$ cat src/rtl/pixel_gray_track_if.sv
// Pixel stream bundle for pixel_gray_track: input pixel, control knobs,
// output pixel and darkest-pixel report. The master side drives the input
// pixel and control, and the slave side (the tracker) drives the results.
interface pixel_gray_track_if #(
    parameter int DW = 10,
    parameter int CW = 13
);
    logic          iDVAL;
    logic [DW-1:0] iRed;
    logic [DW-1:0] iGreen;
    logic [DW-1:0] iBlue;
    logic [CW-1:0] iH_Cont;
    logic [CW-1:0] iV_Cont;
    logic          iFrameStart;
    logic [1:0]    iMode;
    logic [DW-1:0] iThresh;
    logic [CW-1:0] iMarkX;
    logic [CW-1:0] iMarkY;

    logic          oDVAL;
    logic [DW-1:0] oDATA_R;
    logic [DW-1:0] oDATA_G;
    logic [DW-1:0] oDATA_B;
    logic [CW-1:0] oMinX;
    logic [CW-1:0] oMinY;
    logic [DW-1:0] oMinVal;
    logic          oMinValid;

    modport master (
        output iDVAL, iRed, iGreen, iBlue, iH_Cont, iV_Cont, iFrameStart,
               iMode, iThresh, iMarkX, iMarkY,
        input  oDVAL, oDATA_R, oDATA_G, oDATA_B, oMinX, oMinY, oMinVal, oMinValid
    );

    modport slave (
        input  iDVAL, iRed, iGreen, iBlue, iH_Cont, iV_Cont, iFrameStart,
               iMode, iThresh, iMarkX, iMarkY,
        output oDVAL, oDATA_R, oDATA_G, oDATA_B, oMinX, oMinY, oMinVal, oMinValid
    );
endinterface

$ cat src/rtl/pixel_gray_track.sv
// Two-stage pixel pipeline: stage 1 computes a luma grey value and captures
// the pixel together with the control knobs that were present when that pixel
// was sampled. Stage 2 selects pass, grey, binary or track output, blanks a
// square marker, and tracks the darkest valid pixel of each frame.
module pixel_gray_track #(
    parameter int DW        = 10,
    parameter int CW        = 13,
    parameter int MARK_HALF = 20
) (
    input  logic              iCLK,
    input  logic              iRST,
    pixel_gray_track_if.slave bus
);

    localparam logic [DW-1:0] ALL_ONES = {DW{1'b1}};
    localparam logic [DW-1:0] ALL_ZERO = {DW{1'b0}};
    localparam logic [CW-1:0] COORD_ZERO = {CW{1'b0}};
    localparam logic [7:0] K_R = 8'd77;
    localparam logic [7:0] K_G = 8'd150;
    localparam logic [7:0] K_B = 8'd29;
    localparam logic signed [CW:0] HALF_POS = (CW+1)'(MARK_HALF);
    localparam logic signed [CW:0] HALF_NEG = -HALF_POS;

    // Stage 1 registers
    logic          dval1_r;
    logic [DW-1:0] red1_r, green1_r, blue1_r, gray1_r;
    logic [CW-1:0] h1_r, v1_r;
    logic          fs1_r;
    logic [1:0]    mode1_r;
    logic [DW-1:0] thresh1_r;
    logic [CW-1:0] markX1_r, markY1_r;

    // Stage 2 (output) registers
    logic          oDVAL_r;
    logic [DW-1:0] oDataR_r, oDataG_r, oDataB_r;
    logic [DW-1:0] oMinVal_r;
    logic [CW-1:0] oMinX_r, oMinY_r;
    logic          oMinValid_r;

    // Running minimum of the frame in progress
    logic [DW-1:0] accVal_r;
    logic [CW-1:0] accX_r, accY_r;

    // Combinational helpers
    logic [DW+7:0] graySum_s;
    logic [DW-1:0] gray_s;
    logic [CW-1:0] cx_s, cy_s;
    logic signed [CW:0] dx_s, dy_s;
    logic          inMark_s;
    logic [DW-1:0] binVal_s;
    logic [DW-1:0] muxR_s, muxG_s, muxB_s;
    logic [DW-1:0] dataR_s, dataG_s, dataB_s;
    logic [DW-1:0] baseVal_s, nextVal_s;
    logic [CW-1:0] baseX_s, baseY_s, nextX_s, nextY_s;

    // Full-precision weighted luma; the weights sum to 256 so all-ones stays all-ones
    always_comb begin
        graySum_s = ({8'd0, bus.iRed}   * {{DW{1'b0}}, K_R})
                  + ({8'd0, bus.iGreen} * {{DW{1'b0}}, K_G})
                  + ({8'd0, bus.iBlue}  * {{DW{1'b0}}, K_B});
        gray_s    = graySum_s[DW+7:8];
    end

    // Stage 1: capture pixel, grey value and the control knobs sampled with it
    always_ff @(posedge iCLK or negedge iRST) begin
        if (!iRST) begin
            dval1_r   <= 1'b0;
            red1_r    <= ALL_ZERO;
            green1_r  <= ALL_ZERO;
            blue1_r   <= ALL_ZERO;
            gray1_r   <= ALL_ZERO;
            h1_r      <= COORD_ZERO;
            v1_r      <= COORD_ZERO;
            fs1_r     <= 1'b0;
            mode1_r   <= 2'd0;
            thresh1_r <= ALL_ZERO;
            markX1_r  <= COORD_ZERO;
            markY1_r  <= COORD_ZERO;
        end else begin
            dval1_r   <= bus.iDVAL;
            red1_r    <= bus.iRed;
            green1_r  <= bus.iGreen;
            blue1_r   <= bus.iBlue;
            gray1_r   <= gray_s;
            h1_r      <= bus.iH_Cont;
            v1_r      <= bus.iV_Cont;
            fs1_r     <= bus.iFrameStart;
            mode1_r   <= bus.iMode;
            thresh1_r <= bus.iThresh;
            markX1_r  <= bus.iMarkX;
            markY1_r  <= bus.iMarkY;
        end
    end

    // Marker hit test: signed distances so positions near zero never wrap
    always_comb begin
        if (mode1_r == 2'd3) begin
            cx_s = oMinX_r;
            cy_s = oMinY_r;
        end else begin
            cx_s = markX1_r;
            cy_s = markY1_r;
        end
        dx_s     = $signed({1'b0, h1_r}) - $signed({1'b0, cx_s});
        dy_s     = $signed({1'b0, v1_r}) - $signed({1'b0, cy_s});
        inMark_s = (dx_s < HALF_POS) && (dx_s > HALF_NEG) &&
                   (dy_s < HALF_POS) && (dy_s > HALF_NEG);
    end

    // Output mode select followed by marker blanking (pass mode never blanks)
    always_comb begin
        if (gray1_r < thresh1_r) begin
            binVal_s = ALL_ZERO;
        end else begin
            binVal_s = ALL_ONES;
        end
        case (mode1_r)
            2'd0: begin
                muxR_s = red1_r;
                muxG_s = green1_r;
                muxB_s = blue1_r;
            end
            2'd2: begin
                muxR_s = binVal_s;
                muxG_s = binVal_s;
                muxB_s = binVal_s;
            end
            default: begin
                muxR_s = gray1_r;
                muxG_s = gray1_r;
                muxB_s = gray1_r;
            end
        endcase
        if ((mode1_r != 2'd0) && inMark_s) begin
            dataR_s = ALL_ZERO;
            dataG_s = ALL_ZERO;
            dataB_s = ALL_ZERO;
        end else begin
            dataR_s = muxR_s;
            dataG_s = muxG_s;
            dataB_s = muxB_s;
        end
    end

    // Tracker next state: a frame start restarts the accumulator before the
    // coincident pixel is compared, so that pixel joins the new frame
    always_comb begin
        if (fs1_r) begin
            baseVal_s = ALL_ONES;
            baseX_s   = COORD_ZERO;
            baseY_s   = COORD_ZERO;
        end else begin
            baseVal_s = accVal_r;
            baseX_s   = accX_r;
            baseY_s   = accY_r;
        end
        if (dval1_r && (gray1_r < baseVal_s)) begin
            nextVal_s = gray1_r;
            nextX_s   = h1_r;
            nextY_s   = v1_r;
        end else begin
            nextVal_s = baseVal_s;
            nextX_s   = baseX_s;
            nextY_s   = baseY_s;
        end
    end

    // Stage 2: register output pixel
    always_ff @(posedge iCLK or negedge iRST) begin
        if (!iRST) begin
            oDVAL_r  <= 1'b0;
            oDataR_r <= ALL_ZERO;
            oDataG_r <= ALL_ZERO;
            oDataB_r <= ALL_ZERO;
        end else begin
            oDVAL_r  <= dval1_r;
            oDataR_r <= dataR_s;
            oDataG_r <= dataG_s;
            oDataB_r <= dataB_s;
        end
    end

    // Tracker: accumulate frame minimum, publish it on each frame start
    always_ff @(posedge iCLK or negedge iRST) begin
        if (!iRST) begin
            accVal_r    <= ALL_ONES;
            accX_r      <= COORD_ZERO;
            accY_r      <= COORD_ZERO;
            oMinVal_r   <= ALL_ONES;
            oMinX_r     <= COORD_ZERO;
            oMinY_r     <= COORD_ZERO;
            oMinValid_r <= 1'b0;
        end else begin
            accVal_r <= nextVal_s;
            accX_r   <= nextX_s;
            accY_r   <= nextY_s;
            if (fs1_r) begin
                oMinVal_r   <= accVal_r;
                oMinX_r     <= accX_r;
                oMinY_r     <= accY_r;
                oMinValid_r <= 1'b1;
            end else begin
                oMinValid_r <= 1'b0;
            end
        end
    end

    assign bus.oDVAL     = oDVAL_r;
    assign bus.oDATA_R   = oDataR_r;
    assign bus.oDATA_G   = oDataG_r;
    assign bus.oDATA_B   = oDataB_r;
    assign bus.oMinX     = oMinX_r;
    assign bus.oMinY     = oMinY_r;
    assign bus.oMinVal   = oMinVal_r;
    assign bus.oMinValid = oMinValid_r;

endmodule

$ cat src/flat_wrapper.sv
// flat-port wrapper written by rule: the top's interface ports become plain ports
module pixel_gray_track_flat 
#(
    parameter int DW        = 10,
    parameter int CW        = 13,
    parameter int MARK_HALF = 20
)
  (iCLK, iRST, bus_iDVAL, bus_iRed, bus_iGreen, bus_iBlue, bus_iH_Cont, bus_iV_Cont, bus_iFrameStart, bus_iMode, bus_iThresh, bus_iMarkX, bus_iMarkY, bus_oDVAL, bus_oDATA_R, bus_oDATA_G, bus_oDATA_B, bus_oMinX, bus_oMinY, bus_oMinVal, bus_oMinValid);
  pixel_gray_track_if #(.DW(DW), .CW(CW)) bus_i ();
  input  logic iCLK;
  input  logic iRST;
  input wire logic [$bits(bus_i.iDVAL)-1:0] bus_iDVAL;
  input wire logic [$bits(bus_i.iRed)-1:0] bus_iRed;
  input wire logic [$bits(bus_i.iGreen)-1:0] bus_iGreen;
  input wire logic [$bits(bus_i.iBlue)-1:0] bus_iBlue;
  input wire logic [$bits(bus_i.iH_Cont)-1:0] bus_iH_Cont;
  input wire logic [$bits(bus_i.iV_Cont)-1:0] bus_iV_Cont;
  input wire logic [$bits(bus_i.iFrameStart)-1:0] bus_iFrameStart;
  input wire logic [$bits(bus_i.iMode)-1:0] bus_iMode;
  input wire logic [$bits(bus_i.iThresh)-1:0] bus_iThresh;
  input wire logic [$bits(bus_i.iMarkX)-1:0] bus_iMarkX;
  input wire logic [$bits(bus_i.iMarkY)-1:0] bus_iMarkY;
  output wire logic [$bits(bus_i.oDVAL)-1:0] bus_oDVAL;
  output wire logic [$bits(bus_i.oDATA_R)-1:0] bus_oDATA_R;
  output wire logic [$bits(bus_i.oDATA_G)-1:0] bus_oDATA_G;
  output wire logic [$bits(bus_i.oDATA_B)-1:0] bus_oDATA_B;
  output wire logic [$bits(bus_i.oMinX)-1:0] bus_oMinX;
  output wire logic [$bits(bus_i.oMinY)-1:0] bus_oMinY;
  output wire logic [$bits(bus_i.oMinVal)-1:0] bus_oMinVal;
  output wire logic [$bits(bus_i.oMinValid)-1:0] bus_oMinValid;
  assign bus_i.iDVAL = bus_iDVAL;
  assign bus_i.iRed = bus_iRed;
  assign bus_i.iGreen = bus_iGreen;
  assign bus_i.iBlue = bus_iBlue;
  assign bus_i.iH_Cont = bus_iH_Cont;
  assign bus_i.iV_Cont = bus_iV_Cont;
  assign bus_i.iFrameStart = bus_iFrameStart;
  assign bus_i.iMode = bus_iMode;
  assign bus_i.iThresh = bus_iThresh;
  assign bus_i.iMarkX = bus_iMarkX;
  assign bus_i.iMarkY = bus_iMarkY;
  assign bus_oDVAL = bus_i.oDVAL;
  assign bus_oDATA_R = bus_i.oDATA_R;
  assign bus_oDATA_G = bus_i.oDATA_G;
  assign bus_oDATA_B = bus_i.oDATA_B;
  assign bus_oMinX = bus_i.oMinX;
  assign bus_oMinY = bus_i.oMinY;
  assign bus_oMinVal = bus_i.oMinVal;
  assign bus_oMinValid = bus_i.oMinValid;
  pixel_gray_track #(.DW(DW), .CW(CW), .MARK_HALF(MARK_HALF)) u_core (.iCLK(iCLK), .iRST(iRST), .bus(bus_i));
endmodule
$ cat config.mk
export PLATFORM = sky130hd
export DESIGN_NAME = pixel_gray_track_flat
export DESIGN_NICKNAME = d
export VERILOG_FILES = /design/src/rtl/pixel_gray_track_if.sv /design/src/rtl/pixel_gray_track.sv /design/src/flat_wrapper.sv
export SDC_FILE = /design/constraint.sdc
export NUM_CORES = 1
export LEC_CHECK = 0
export ABC_AREA = 1
export CAP_MARGIN = 5
export CELL_PAD_IN_SITES_DETAIL_PLACEMENT = 0
export CELL_PAD_IN_SITES_GLOBAL_PLACEMENT = 1
export CORE_MARGIN = 10
export CORE_UTILIZATION = 47
export CTS_CLUSTER_SIZE = 25
export DETAILED_ROUTE_END_ITERATION = 10
export HOLD_SLACK_MARGIN = 0.02
export PLACE_DENSITY = 0.95
export SYNTH_ARGS = -nofsm -noshare
export SYNTH_HDL_FRONTEND = slang
export SYNTH_SLANG_ARGS = --single-unit
export TNS_END_PERCENT = 20
$ cat constraint.sdc
create_clock -name iCLK -period 8.93 [get_ports iCLK]
set_input_delay 1.786 -clock iCLK [delete_from_list [all_inputs] [get_ports iCLK]]
set_output_delay 1.786 -clock iCLK [all_outputs]
set_load 0.02 [all_outputs]
# == Yosys cells after proc, flatten, opt, wreduce, memory -nomap -nowiden ==
# Index checks and enable logic that the tools add are counted.
# totals
ff_bits,210
inputBits,98
out_inout_bits,68
elab_cells,61
# classes
addsub,4
multipliers,3
magnitude_cmp,6
n_eq_ne,2
mux,15
n_reduce_logical,8
# op_table
operator,count
$mux W13,5
$mux W10,6
$pmux W10 S2,3
$mul A10 B7 Y17 const B,2
$gt A14 B6 Y1 const B,2
$lt A14 B6 Y1 const B,2
$sub A13 B13 Y14,2
$lt A10 B10 Y1,2
$add A17 B18 Y18,1
$add A18 B15 Y18,1
$mul A10 B5 Y15 const B,1
$logic_and A1 B1 Y1,5
$eq A2 B2 Y1 const B,2
$reduce_bool A2 Y1,2
$logic_not A2 Y1,1
$mux W1,1

# == Depth between registers and ports, before layout ==
# depth
ltp_word,9
ltp_mapped,27
mapped_depth_nobuf,27

# == Worst setup path after synthesis ==
# Ideal clock, no wire load.
# synth_path
path_type,input to register
from,input port bus_iGreen[4]
to,register u_core.gray1_r[6]
t_arrival_ns,7.414
t_required_ns,8.851
setup_slack_ns,1.437
path_stages,22
n_path_buf,0
path_cell_list,ha_1 > ha_1 > inv_1 > fa_1 > fa_1 > inv_1 > ha_1 > nand2_1 > o21ai_0 > xnor2_1 > fa_1 > fa_1 > fa_1 > fa_1 > inv_1 > ha_1 > a21oi_1 > nor2_1 > a211oi_1 > o211ai_1 > a31oi_1 > xor2_1
# synth_between
elab_chain_cells,3
# synth_lines
item,line,source
"start, declared",flat_wrapper.sv:14,input wire logic [$bits(bus_i.iGreen)-1:0] bus_iGreen;
$mul A10 B7 Y17,pixel_gray_track.sv:59,"+ ({8'd0, bus.iGreen} * {{DW{1'b0}}, K_G})"
$add A17 B18 Y18,pixel_gray_track.sv:59,
$add A18 B15 Y18,pixel_gray_track.sv:60,"+ ({8'd0, bus.iBlue} * {{DW{1'b0}}, K_B});"
named net u_core.graySum_s[14],pixel_gray_track.sv:45,logic [DW+7:0] graySum_s;
"end signal, assigned",pixel_gray_track.sv:84,gray1_r <= gray_s;
"end, declared",pixel_gray_track.sv:26,"logic [DW-1:0] red1_r, green1_r, blue1_r, gray1_r;"
# The timed path passes the listed nets, and every way through them passes these cells.
# A chain may end at the register's enable or synchronous reset.

# == Final worst setup path ==
# Ends and elaborated chain as after synthesis.

==> metrics.csv <==
stage,metric,value,unit
min_path,min_to,u_core.bus.oDVAL,
cells_and_area,final_cell_mix,"281 x inv_1, 249 x nand2_1, 189 x dfrtp_1",
clocking,clkTransAtPathRegs,60,ps
placed_design,port_buffers,165,
routing,dr.pass1.iters,5,
synthesis,synth_area,0.01346,mm^2
grt,grt_pass1_vias,10470,
sta,relSlewSlack,34.28,%
flow_run,drv_cap,0,
worst_setup_path,startpoint,bus_iGreen[4],
clocking,clk-insertion-delay-late,520,ps
routing,initialDrtViolationCount,499,
worst_setup_path,cp-start-kind,input port,
power,seqPwrFrac,22.7,%
synthesis,avgSynthCellArea,8.931,um^2
floorplanning,rows,61,
placed_design,place_ws,432.1,ps
cells_and_area,fillers,2456,
floorplanning,core-area,0.02801,mm^2
floorplanning,die_h,189.2,um
synthesis,ys_ff_latch,210,
sta,finalMaxSlewViolations,0,
cells_and_area,final_common_cell,inv_1,
sta,setup_viol,0,
sta,fin_crit_sh,90.39,%
power,p_per_area,358.4,mW/mm^2
power,p_leak,8.153,nW
sta,clock_skew,14.43,ps
clocking,cts_num_sinks,210,
routing,wirelength,32820,um
floorplanning,die_area,0.03581,mm^2
synthesis,ys_async_sr_fraction,100.0,%
power,p_int,3.209,mW
floorplanning,io_pins,166,
clocking,cts-buffers-inserted,23,
grt,grt_max_degree,79,
min_path,worstHoldStart,u_core.dval1_r,
clocking,htree_levels,1,
sta,tightest_slew,982.3,ps
routing,drc,0,
worst_setup_path,slowest_stage,clkdlybuf4s50_1,
cells_and_area,fin_util,57.90,%
cells_and_area,areaGrowthSynthToFinish,20.50,%
sta,hold_viol,0,
synthesis,yosysUniqueCellTypes,43,
worst_setup_path,slowest_delay,620,ps
power,power_switching_share,44.79,%
synthesis,ys_seq_area_share,39.23,%
placed_design,dpl_cell_area,0.01545,mm^2
sta,holdWs,447.0,ps
power,p_comb_share,61.0,%
grt,track_usage,18.33,%
placed_design,gp_congestion,0.8737,
power,fin_total_pwr,5.813,mW
power,ir_worst_vdd,0.3519,mV
grt,grt_first_pass_wirelength,53730,um
sta,rsz0062_at_grt,false,
sta,fmax,123.9,MHz
routing,viasPerCell,4.967,
synthesis,yosysWarnings,0,
run_status,status,"finished, final reports clean",
worst_setup_path,critPathKind,input port to flip-flop,
worst_setup_path,crit_path_end_kind,flip-flop,
routing,wire_per_inst,15.92,um
sta,fin_ws,858.5,ps
grt,overflow,0,
synthesis,synthCells,1507,
power,clkPwrFrac,16.3,%
placed_design,post-place-cells,2018,
worst_setup_path,regToRegSetupSlack,4490,ps
worst_setup_path,r2r-end,u_core.bus.oDATA_B[0],
cells_and_area,nNetsFinal,1980,
min_path,hp-class,flip-flop to flip-flop,
clocking,hold_buffers,0,
worst_setup_path,arrival,8460,ps
placed_design,post-dp-hpwl,26190,um
clocking,cts.repair.resized,0,
clocking,root_buffer,clkbuf_16,
synthesis,synth_edf_count,0,
min_path,hold_depth,0,
grt,antenna_found_initial,3,
sta,finalSetupTns,0,ps
synthesis,synthFlopType,dfrtp_1,
routing,ant_nets,0,
worst_setup_path,rr_worst_depth,18,
cells_and_area,layout-drive-gt1-share,7.551,%
routing,vias,10240,
worst_setup_path,critPathRequiredTime,9310,ps
floorplanning,die_w,189.2,um
cells_and_area,regArea,0.005281,mm^2
cells_and_area,multi_input_area,0.006934,mm^2
worst_setup_path,rr_startpoint,u_core.mode1_r[0],
floorplanning,initial_utilization,48.05,%
sta,post-route-min-period,8072,ps
clocking,clk_path_buf_depth,3,
worst_setup_path,worstPathMaxFanout,5,
cells_and_area,fin_cells,2061,
synthesis,syn_nets,1822,
clocking,tritoncts,yes,
cells_and_area,fin_area,0.01622,mm^2
clocking,postCtsSetupRepairBufs,0,
power,p_switching,2.604,mW
==> logic make-up after synthesis <==
logic type,count (synthesis),share of synthesized area [%]
flip-flops,210,39.23
AO/OA/AOI/OAI,241,9.501
AND/OR/NAND/NOR,491,15.92
XOR/XNOR,26,1.692
buffers and inverters,322,9.305
adder cells (fa/ha/maj),217,24.36
==> worst max-delay path, delay by kind of cell <==
| family | cells | cell delay (ps) |
|---|---|---|
| AO/OA/AOI/OAI | 4 | 1050 |
| adder cells (fa/ha/maj) | 10 | 4130 |
| buffers and inverters | 6 | 860 |
| XOR/XNOR | 2 | 340 |
| AND/OR/NAND/NOR | 3 | 310 |
==> power groups by stage <==
stage	clock, mW	combinational (mW)	sequential [mW]
finish	0.950	3.54	1.32
global route	1.01	4.03	1.34
CTS	0.970	3.55	1.32
detailed placement	0	3.52	1.34
global placement	0	3.42	1.33
floorplan	0	2.52	1.40
==> layer usage <==
layer	wire [um]	part of all wire [%]	GRT usage [%]	vias up
li1	-	-	-	5084
met1	14040	43	22.60	4864
met2	16440	50	32.34	236
met3	1702	5.2	3.436	51
met4	626	1.9	4.548	2
met5	13	0.040	0	-
==> worst max path at each step <==
stage | to | slack [ps] | cells past startpoint
finish | u_core.gray1_r[6] | 860 | 25
global route | u_core.gray1_r[6] | 560 | 23
CTS | u_core.gray1_r[6] | 930 | 25
detailed placement | u_core.gray1_r[6] | 430 | 23
global placement | u_core.gray1_r[6] | 570 | 23
floorplan | u_core.gray1_r[6] | 1440 | 22
==> cell type report <==
type / instances / share of cell area, %
Inverter: 284 / 6.573
Clock inverter: 12 / 0.7946
Multi-Input combinational cell: 975 / 42.76
Sequential cell: 210 / 32.56
Tap cell: 378 / 2.916
Clock buffer: 30 / 3.896
Antenna cell: 1 / 0.01543
Timing Repair Buffer: 171 / 10.48
==> cells in the mapped netlist, drive strengths merged, types with 2 or more instances <==
library cell / count / area share [%]
or2: 11 / 0.51
a31oi: 3 / 0.14
ha: 142 / 13
xnor2: 8 / 0.52
o22ai: 2 / 0.093
inv: 284 / 7.9
buf: 11 / 0.63
nand3b: 4 / 0.22
nand4: 14 / 0.65
o2111ai: 2 / 0.13
a21oi: 82 / 3.1
a21boi: 4 / 0.22
nand3: 73 / 2.8
fa: 75 / 11
o211ai: 3 / 0.17
xor2: 18 / 1.2
dfrtp: 190 / 35
nor2: 112 / 3.6
clkbuf: 27 / 0.75
nor3: 6 / 0.22
nand2: 268 / 7.8
dfstp: 20 / 3.9
o21a: 3 / 0.17
a21o: 2 / 0.11
o21ai: 136 / 5.1
==> registers in the layout, summed over array words and instances (netlist names), 13 cells and up <==
name	cells
u_core.markY1_r	13
u_core.bus.oMinX	13
u_core.accX_r	13
u_core.h1_r	13
u_core.v1_r	13
u_core.accY_r	13
u_core.bus.oMinY	13
u_core.markX1_r	13
Note: power is estimated with default switching activity, not from simulation.
